[config.mk]
export PLATFORM = sky130hd
export DESIGN_NAME = column_merge_flat
export DESIGN_NICKNAME = d
export VERILOG_FILES = /design/src/rtl/column_merge_if.sv /design/src/rtl/column_merge.sv /design/src/flat_wrapper.sv
export SDC_FILE = /design/constraint.sdc
export NUM_CORES = 1
export LEC_CHECK = 0
export ABC_AREA = 1
export BUFFER_PORTS_ARGS = -buffer_cell sky130_fd_sc_hd__buf_4
export CAP_MARGIN = 0
export CORE_MARGIN = 5
export CORE_UTILIZATION = 45
export CTS_CLUSTER_DIAMETER = 60
export DETAILED_ROUTE_END_ITERATION = 16
export PLACE_DENSITY = 0.73
export RECOVER_POWER = 50
export SLEW_MARGIN = 15
export SYNTH_ARGS = -nofsm -noshare
export SYNTH_HDL_FRONTEND = slang
export SYNTH_SLANG_ARGS = --single-unit
[constraint.sdc]
create_clock -name clk -period 4 [get_ports clk]
set_clock_uncertainty 0.1 [all_clocks]
set_input_delay 0.8 -clock clk [delete_from_list [all_inputs] [get_ports clk]]
set_output_delay 0.8 -clock clk [all_outputs]
set_load 0.05 [all_outputs]
[src/rtl/column_merge_if.sv]
// Column stream in / median stream out between the column sort stage, this merge stage and
// the pixel writer.
interface column_merge_if #(
  parameter int unsigned DATA_W = 8
);
  logic              col_valid;
  logic              line_start;
  logic [DATA_W-1:0] L_in;
  logic [DATA_W-1:0] M_in;
  logic [DATA_W-1:0] S_in;
  logic [DATA_W-1:0] med_out;
  logic              med_valid;

  modport master (
    output col_valid,
    output line_start,
    output L_in,
    output M_in,
    output S_in,
    input  med_out,
    input  med_valid
  );

  modport slave (
    input  col_valid,
    input  line_start,
    input  L_in,
    input  M_in,
    input  S_in,
    output med_out,
    output med_valid
  );
endinterface

[src/rtl/column_merge.sv]
// 3x3 median back end: sliding window over the last three sorted columns, then
// median(min(L), median(M), max(S)) in a three-register pipeline.
module column_merge #(
  parameter int unsigned DATA_W = 8
) (
  input logic          clk,
  input logic          rst_n,
  column_merge_if.slave bus
);

  typedef logic [DATA_W-1:0] pix_t;

  // Fill state counts columns already held for the current row: 0, 1, or 2-and-more.
  typedef enum logic [1:0] {
    StFill0 = 2'd0,
    StFill1 = 2'd1,
    StRun   = 2'd2
  } fill_state_e;

  function automatic pix_t min2(input pix_t a, input pix_t b);
    return (a < b) ? a : b;
  endfunction

  function automatic pix_t max2(input pix_t a, input pix_t b);
    return (a > b) ? a : b;
  endfunction

  function automatic pix_t min3(input pix_t a, input pix_t b, input pix_t c);
    return min2(min2(a, b), c);
  endfunction

  function automatic pix_t max3(input pix_t a, input pix_t b, input pix_t c);
    return max2(max2(a, b), c);
  endfunction

  function automatic pix_t med3(input pix_t a, input pix_t b, input pix_t c);
    return max2(min2(a, b), min2(max2(a, b), c));
  endfunction

  fill_state_e state_q, state_d;

  pix_t c0_l_q, c0_m_q, c0_s_q;
  pix_t c1_l_q, c1_m_q, c1_s_q;
  pix_t c2_l_q, c2_m_q, c2_s_q;
  logic w_valid_q, w_valid_d;

  pix_t p_l_q, p_m_q, p_s_q;
  logic v1_q;

  pix_t med_q;
  logic med_valid_q;

  // A column completes a window only when two earlier columns of the same row are held;
  // a line_start column always begins a new row and never completes one.
  always_comb begin
    state_d   = state_q;
    w_valid_d = 1'b0;
    if (bus.col_valid) begin
      if (bus.line_start) begin
        state_d = StFill1;
      end else begin
        unique case (state_q)
          StFill0: state_d = StFill1;
          StFill1: state_d = StRun;
          StRun:   state_d = StRun;
          default: state_d = StFill0;
        endcase
        w_valid_d = (state_q == StRun);
      end
    end
  end

  always_ff @(posedge clk or negedge rst_n) begin
    if (!rst_n) begin
      state_q   <= StFill0;
      w_valid_q <= 1'b0;
    end else begin
      state_q   <= state_d;
      w_valid_q <= w_valid_d;
    end
  end

  always_ff @(posedge clk or negedge rst_n) begin
    if (!rst_n) begin
      c0_l_q <= '0;
      c0_m_q <= '0;
      c0_s_q <= '0;
      c1_l_q <= '0;
      c1_m_q <= '0;
      c1_s_q <= '0;
      c2_l_q <= '0;
      c2_m_q <= '0;
      c2_s_q <= '0;
    end else if (bus.col_valid) begin
      c2_l_q <= c1_l_q;
      c2_m_q <= c1_m_q;
      c2_s_q <= c1_s_q;
      c1_l_q <= c0_l_q;
      c1_m_q <= c0_m_q;
      c1_s_q <= c0_s_q;
      c0_l_q <= bus.L_in;
      c0_m_q <= bus.M_in;
      c0_s_q <= bus.S_in;
    end
  end

  // Stage 1 runs every cycle; v1 alone decides whether its result is meaningful.
  always_ff @(posedge clk or negedge rst_n) begin
    if (!rst_n) begin
      p_l_q <= '0;
      p_m_q <= '0;
      p_s_q <= '0;
      v1_q  <= 1'b0;
    end else begin
      p_l_q <= min3(c0_l_q, c1_l_q, c2_l_q);
      p_m_q <= med3(c0_m_q, c1_m_q, c2_m_q);
      p_s_q <= max3(c0_s_q, c1_s_q, c2_s_q);
      v1_q  <= w_valid_q;
    end
  end

  // Output only updates on a valid window so med_out holds across gaps.
  always_ff @(posedge clk or negedge rst_n) begin
    if (!rst_n) begin
      med_q       <= '0;
      med_valid_q <= 1'b0;
    end else begin
      med_valid_q <= v1_q;
      if (v1_q) begin
        med_q <= med3(p_l_q, p_m_q, p_s_q);
      end
    end
  end

  assign bus.med_out   = med_q;
  assign bus.med_valid = med_valid_q;

endmodule

[src/flat_wrapper.sv]
// flat-port wrapper written by rule: the top's interface ports become plain ports
module column_merge_flat 
#(
  parameter int unsigned DATA_W = 8
)
  (clk, rst_n, bus_col_valid, bus_line_start, bus_L_in, bus_M_in, bus_S_in, bus_med_out, bus_med_valid);
  column_merge_if #(.DATA_W(DATA_W)) bus_i ();
  input logic clk;
  input logic rst_n;
  input wire logic [$bits(bus_i.col_valid)-1:0] bus_col_valid;
  input wire logic [$bits(bus_i.line_start)-1:0] bus_line_start;
  input wire logic [$bits(bus_i.L_in)-1:0] bus_L_in;
  input wire logic [$bits(bus_i.M_in)-1:0] bus_M_in;
  input wire logic [$bits(bus_i.S_in)-1:0] bus_S_in;
  output wire logic [$bits(bus_i.med_out)-1:0] bus_med_out;
  output wire logic [$bits(bus_i.med_valid)-1:0] bus_med_valid;
  assign bus_i.col_valid = bus_col_valid;
  assign bus_i.line_start = bus_line_start;
  assign bus_i.L_in = bus_L_in;
  assign bus_i.M_in = bus_M_in;
  assign bus_i.S_in = bus_S_in;
  assign bus_med_out = bus_i.med_out;
  assign bus_med_valid = bus_i.med_valid;
  column_merge #(.DATA_W(DATA_W)) u_core (.clk(clk), .rst_n(rst_n), .bus(bus_i));
endmodule
==> reports/results.ini, run 1 <==
[run_status]
violations=capacitance limit, slew limit, setup timing
outcome=complete, but fails checks

[synth]
yosysWarnings=0
ys_seq_area_share_pct=40.4
syn-cell-area_sq_mm=0.00675
synthCells=886
ys_ff_latch=109
ys_types=26
synth_nets=992
syn_area_per_cell_sq_um=7.62

[floorplanning]
floorplan.rows=44
die-area_sq_mm=0.0175
io_pins=37
die_w_microns=132
die_h_microns=132
start_util_pct=46.1
core_area_sq_mm=0.0146

[worst_setup_path]
arrival_ns=4.40
cp_max_fo=5
end_kind=flip-flop
crit_top_cell=nand2_1
critPathSlowestCell=dfrtp_1
cp-start-kind=flip-flop
critPathRequiredTime_ns=4.20
cpLargestDelayFamily=simple AND/OR/NAND/NOR gates
max_stage_delay_ns=0.40
worstSetupPathType=flip-flop to flip-flop
path_buf_inv=3

[sta]
finalSetupTns_ns=-1.96
slew_headroom_pct=-56.8
finalWorstSetupSlack_ns=-0.201
fin_crit_sh_pct=105
slew_violations=103
period_needed_ns=4.20
worst_pin_slew_ns=2.35
setup_viol=16
hold_viol=0
fmax_mhz=238
rsz0062_at_grt=true

[global_route]
antenna_found_initial=0
grt_max_degree=59
gr-usage-all-layers_pct=16.4
grt_pass1_wl_mm=24.3
grt_overflow=0
grt_pass1_vias=5320

[routing]
wl_per_cell_microns=13.3
antenna_left=0
routed_wl_mm=15.3
drc=0
dr.first_iter.drc_count=307
dr.pass1.iters=5
vias=5865
via_per_inst=5.09

[clocking]
htree_levels=3
cts.sinks=109
cts.clk_slew.worst_paths_ns=0.07
cts_tree=done
numCtsBuffers=9
cts-root-buf=clkbuf_16
holdBufCountCts=0
clockBufferDepth=2
clk_latency_ns=0.35

[cells_and_area]
final_common_cell=nand2_1
nNetsFinal=1069
syn_to_final_growth_pct=26.2
fin_area_sq_mm=0.00852
multi_input_area_sq_mm=0.00406
fill_cells=1238
mostFrequentLayoutCells=241 x nand2_1, 117 x inv_1, 115 x o21ai_0
regArea_sq_mm=0.00273
layout-drive-gt1-share_pct=22.7
insertedDiodeCount=0

[place]
gp_congestion=0.838
portBuffers=36
place_area_sq_mm=0.00744
place_ws_ns=-0.0959
dp_hpwl_mm=10.5

[hold_path]
min_path_type=flip-flop to flip-flop

[run]
max_cap_violations=2

per-stage QoR:
step / cells / hold slack, ns / util (%)
global placement: 1112 / 0.235 / 50.8
detailed placement: 1112 / 0.235 / 50.8
global route: 1152 / 0.278 / 58.2
floorplan: 886 / 0.231 / -
CTS: 1130 / 0.252 / 53.3
finish: 1152 / 0.252 / 58.2
cells in the mapped netlist:
master / instances / area (sq um)
nor2_2: 1 / 6.26
inv_1: 121 / 454
nand4_1: 4 / 25.0
buf_2: 4 / 20.0
or2_2: 1 / 6.26
buf_1: 1 / 3.75
nand2_1: 262 / 983
nor3_1: 3 / 15.0
clkbuf_1: 20 / 75.1
and2_1: 9 / 56.3
o211ai_1: 1 / 7.51
a21o_1: 1 / 7.51
nor2_1: 34 / 128
nand2_4: 5 / 56.3
nand2_2: 6 / 37.5
a211oi_1: 4 / 30.0
a211oi_2: 2 / 25.0
a21oi_2: 1 / 8.76
nand3_1: 50 / 250
o21ai_0: 128 / 641
a21oi_1: 34 / 170
clkinv_1: 1 / 3.75
o21ai_1: 4 / 20.0
o21a_1: 2 / 15.0
ha_1: 78 / 976
dfrtp_1: 109 / 2730
final cells by class:
cell class	instances	share of cell area, %
multi-input combinational	633	47.7
sequential	109	32.0
timing repair buffer	87	8.30
inverter	122	5.46
clock buffer	11	2.97
tap	184	2.70
clock inverter	5	0.764
timing repair inverter	1	0.0588
repair_timing:
item	CTS	global route
endpoints found under the setup margin	14	24
buffers inserted	2	17
pin swaps	5	70
gates resized for setup	11	121
gates cloned	0	5
endpoints found under the hold margin	0	0
metal layers:
metal	share of wire, %	track usage [%]	vias up
met5	0	0	-
met1	48	23.7	2723
met2	47	25.2	92
li1	-	-	3022
met4	2.3	6.52	0
met3	2.5	2.01	28
path summary, 6_finish.rpt:
kind	from	endpoint	slack, ns	depth (start not counted)
max	u_core.p_l_q[5]	u_core.bus.med_out[0]	-0.20	25
min	u_core.w_valid_q	u_core.v1_q	0.25	0
max reg2reg	u_core.p_l_q[5]	u_core.bus.med_out[0]	-0.20	25
min reg2reg	u_core.w_valid_q	u_core.v1_q	0.25	0
max in group asynchronous	rst_n	u_core.bus.med_out[1]	0.68	2
min in group asynchronous	rst_n	u_core.c1_m_q[7]	1.06	1
cell families after synthesis:
| logic type | share of synthesized area, % |
|---|---|
| fa+ha+maj | 14.5 |
| simple gates | 23.2 |
| compound gates | 13.7 |
| buf+inv | 8.25 |
| flops | 40.4 |
Power of run 1 is not shown: default switching activity piles up to over one toggle a cycle in this logic, so the estimate is an artifact.
==> run 2: changes to the inputs <==
--- a/config.mk
+++ b/config.mk
@@ -8,6 +8,7 @@
 export ABC_AREA = 1
 export BUFFER_PORTS_ARGS = -buffer_cell sky130_fd_sc_hd__buf_4
 export CAP_MARGIN = 0
+export CORE_ASPECT_RATIO = 1.75
 export CORE_MARGIN = 5
 export CORE_UTILIZATION = 45
 export CTS_CLUSTER_DIAMETER = 60
==> reports/results.ini, run 2 (synthesis results as in run 1) <==
[run_status]
outcome=complete, but fails checks
violations=capacitance limit, slew limit, setup timing

[worst_setup_path]
rrSetupSlack_ns=-0.26  ; -0.06 ns
critPathRequiredTime_ns=4.19  ; about the same
worstSetupPathType=flip-flop to flip-flop
critPathLaunch=u_core.p_l_q[5]
cp_max_fo=8  ; +3
cp-start-kind=flip-flop
r2r-end=u_core.bus.med_out[6]
r2r_cells=25  ; unchanged
arrival_ns=4.46  ; +0.06 ns
end_kind=flip-flop
r2r_start=u_core.p_l_q[5]
crit_path_end=u_core.bus.med_out[6]

[cells_and_area]
insertedDiodeCount=0  ; unchanged
multi_input_area_sq_mm=0.00409  ; +0.68%
layout-drive-gt1-share_pct=23.6  ; +0.89 points
regArea_sq_mm=0.00273  ; about the same
fill_cells=1227  ; -0.89%
mostFrequentLayoutCells=241 x nand2_1, 116 x inv_1, 115 x o21ai_0
post-route-util_pct=57.9  ; -0.21 points
final_common_cell=nand2_1
nNetsFinal=1079  ; +0.94%
syn_to_final_growth_pct=27.4

[clocking]
htree_levels=3  ; unchanged
clk_latency_ns=0.35  ; about the same
cts_tree=done
clockBufferDepth=2  ; unchanged
holdBufCountCts=0  ; unchanged
cts-root-buf=clkbuf_16
cts.sinks=109  ; unchanged
numCtsBuffers=9  ; unchanged
cts.clk_slew.worst_paths_ns=0.08  ; about the same

[routing]
wl_per_cell_microns=14.2  ; +6.9%
drc=0  ; unchanged
dr.pass1.iters=6  ; +1
routed_wl_mm=16.5  ; +7.8%
antenna_left=0  ; unchanged
vias=6084  ; +3.7%
via_per_inst=5.24  ; +2.9%
dr.first_iter.drc_count=389  ; +27%

[sta]
hold_viol=0  ; unchanged
period_needed_ns=4.26  ; +0.0641 ns
finalWorstSetupSlack_ns=-0.265  ; -0.0641 ns
slew_violations=61  ; -41%
finalSetupTns_ns=-1.86  ; +0.101 ns
fmax_mhz=234  ; -1.5%
rsz0062_at_grt=true
setup_viol=8  ; -8
slew_headroom_pct=-40.4  ; +16 points
worst_pin_slew_ns=2.11  ; -0.246 ns
whs_ns=0.256  ; +0.00393 ns
fin_crit_sh_pct=107  ; +1.6 points

[hold_path]
min_path_type=flip-flop to flip-flop
hp-start=u_core.w_valid_q

[global_route]
grt_pass1_vias=5973  ; +12%
grt_overflow=0  ; unchanged
grt_max_degree=85  ; +44%
gr-usage-all-layers_pct=18.1  ; +1.7 points
grt_pass1_wl_mm=25.7  ; +5.8%
antenna_found_initial=0  ; unchanged

[place]
dp_hpwl_mm=11.0  ; +4.5%
portBuffers=36  ; unchanged
place_ws_ns=-0.187  ; -0.0909 ns
gp_congestion=0.847  ; +1.0%

[floorplanning]
die_h_microns=172  ; +30%
io_pins=37  ; unchanged
floorplan.rows=59  ; +34%
core_area_sq_mm=0.0148  ; +1.3%
die-area_sq_mm=0.0176  ; +0.55%
die_w_microns=103  ; -23%
start_util_pct=45.5  ; -0.60 points

[run]
max_cap_violations=1  ; -1

run 2: timing repair:
item | 4_1_cts | 5_1_grt
pin swaps | 4 | 63
buffers inserted | 15 | 19
endpoints found under the setup margin | 13 | 16
hold endpoints to repair | 0 | 0
gates resized for setup | 36 | 99
cloned | 3 | 1
run 2: area by class of cell:
| cell class | instances | area share [%] |
|---|---|---|
| multi-input cells | 633 | 47.6 |
| flip-flops and latches | 109 | 31.7 |
| repair buffers | 97 | 8.86 |
| inverters | 122 | 5.38 |
| clock buffers | 10 | 2.78 |
| well taps | 183 | 2.66 |
| clock inverters | 6 | 0.902 |
| repair inverters | 1 | 0.0873 |
run 2: per-stage QoR:
step	area [sq um]	instances
3_3_place_gp	7410	1107
2_1_floorplan	6790	886
5_1_grt	8600	1161
3_5_place_dp	7410	1107
4_1_cts	7990	1141
6_report	8600	1161
run 2: worst min path at each step:
stage / slack [ns] / depth (start not counted) / endpoint
final: 0.26 / 0 / u_core.v1_q
after global routing: 0.26 / 0 / u_core.v1_q
after CTS: 0.26 / 0 / u_core.v1_q
after detailed placement: 0.24 / 0 / u_core.v1_q
after global placement: 0.24 / 0 / u_core.v1_q
after floorplan: 0.23 / 0 / u_core.v1_q
run 2: per-layer routing:
metal | GRT usage [%] | vias to the layer above | wire, microns
li1 | - | 3034 | -
met1 | 20.2 | 2854 | 6280
met2 | 32.4 | 138 | 8950
met3 | 2.14 | 58 | 422
met4 | 10.7 | 0 | 867
met5 | 0 | - | 0
run 2: worst max-delay path, stage by stage, from the launching register on:
cell      delay, ns
dfrtp_2        0.46
ha_4           0.30
nand2_2        0.06
nor2_2         0.12
nand4_1        0.24
nand2_4        0.22
nand2_2        0.10
o21ai_4        0.10
ha_4           0.24
a21oi_4        0.15
nor2_4         0.06
a211oi_4       0.22
buf_6          0.22
nand2_8        0.09
nand2_2        0.08
and2_4         0.14
ha_4           0.19
a21oi_2        0.15
nor2_1         0.07
a211oi_2       0.28
a21oi_4        0.13
inv_4          0.12
nor2_1         0.06
nor2_1         0.17
nand2_2        0.07
nand2_1        0.06
Power of run 2 is left out for the same reason.
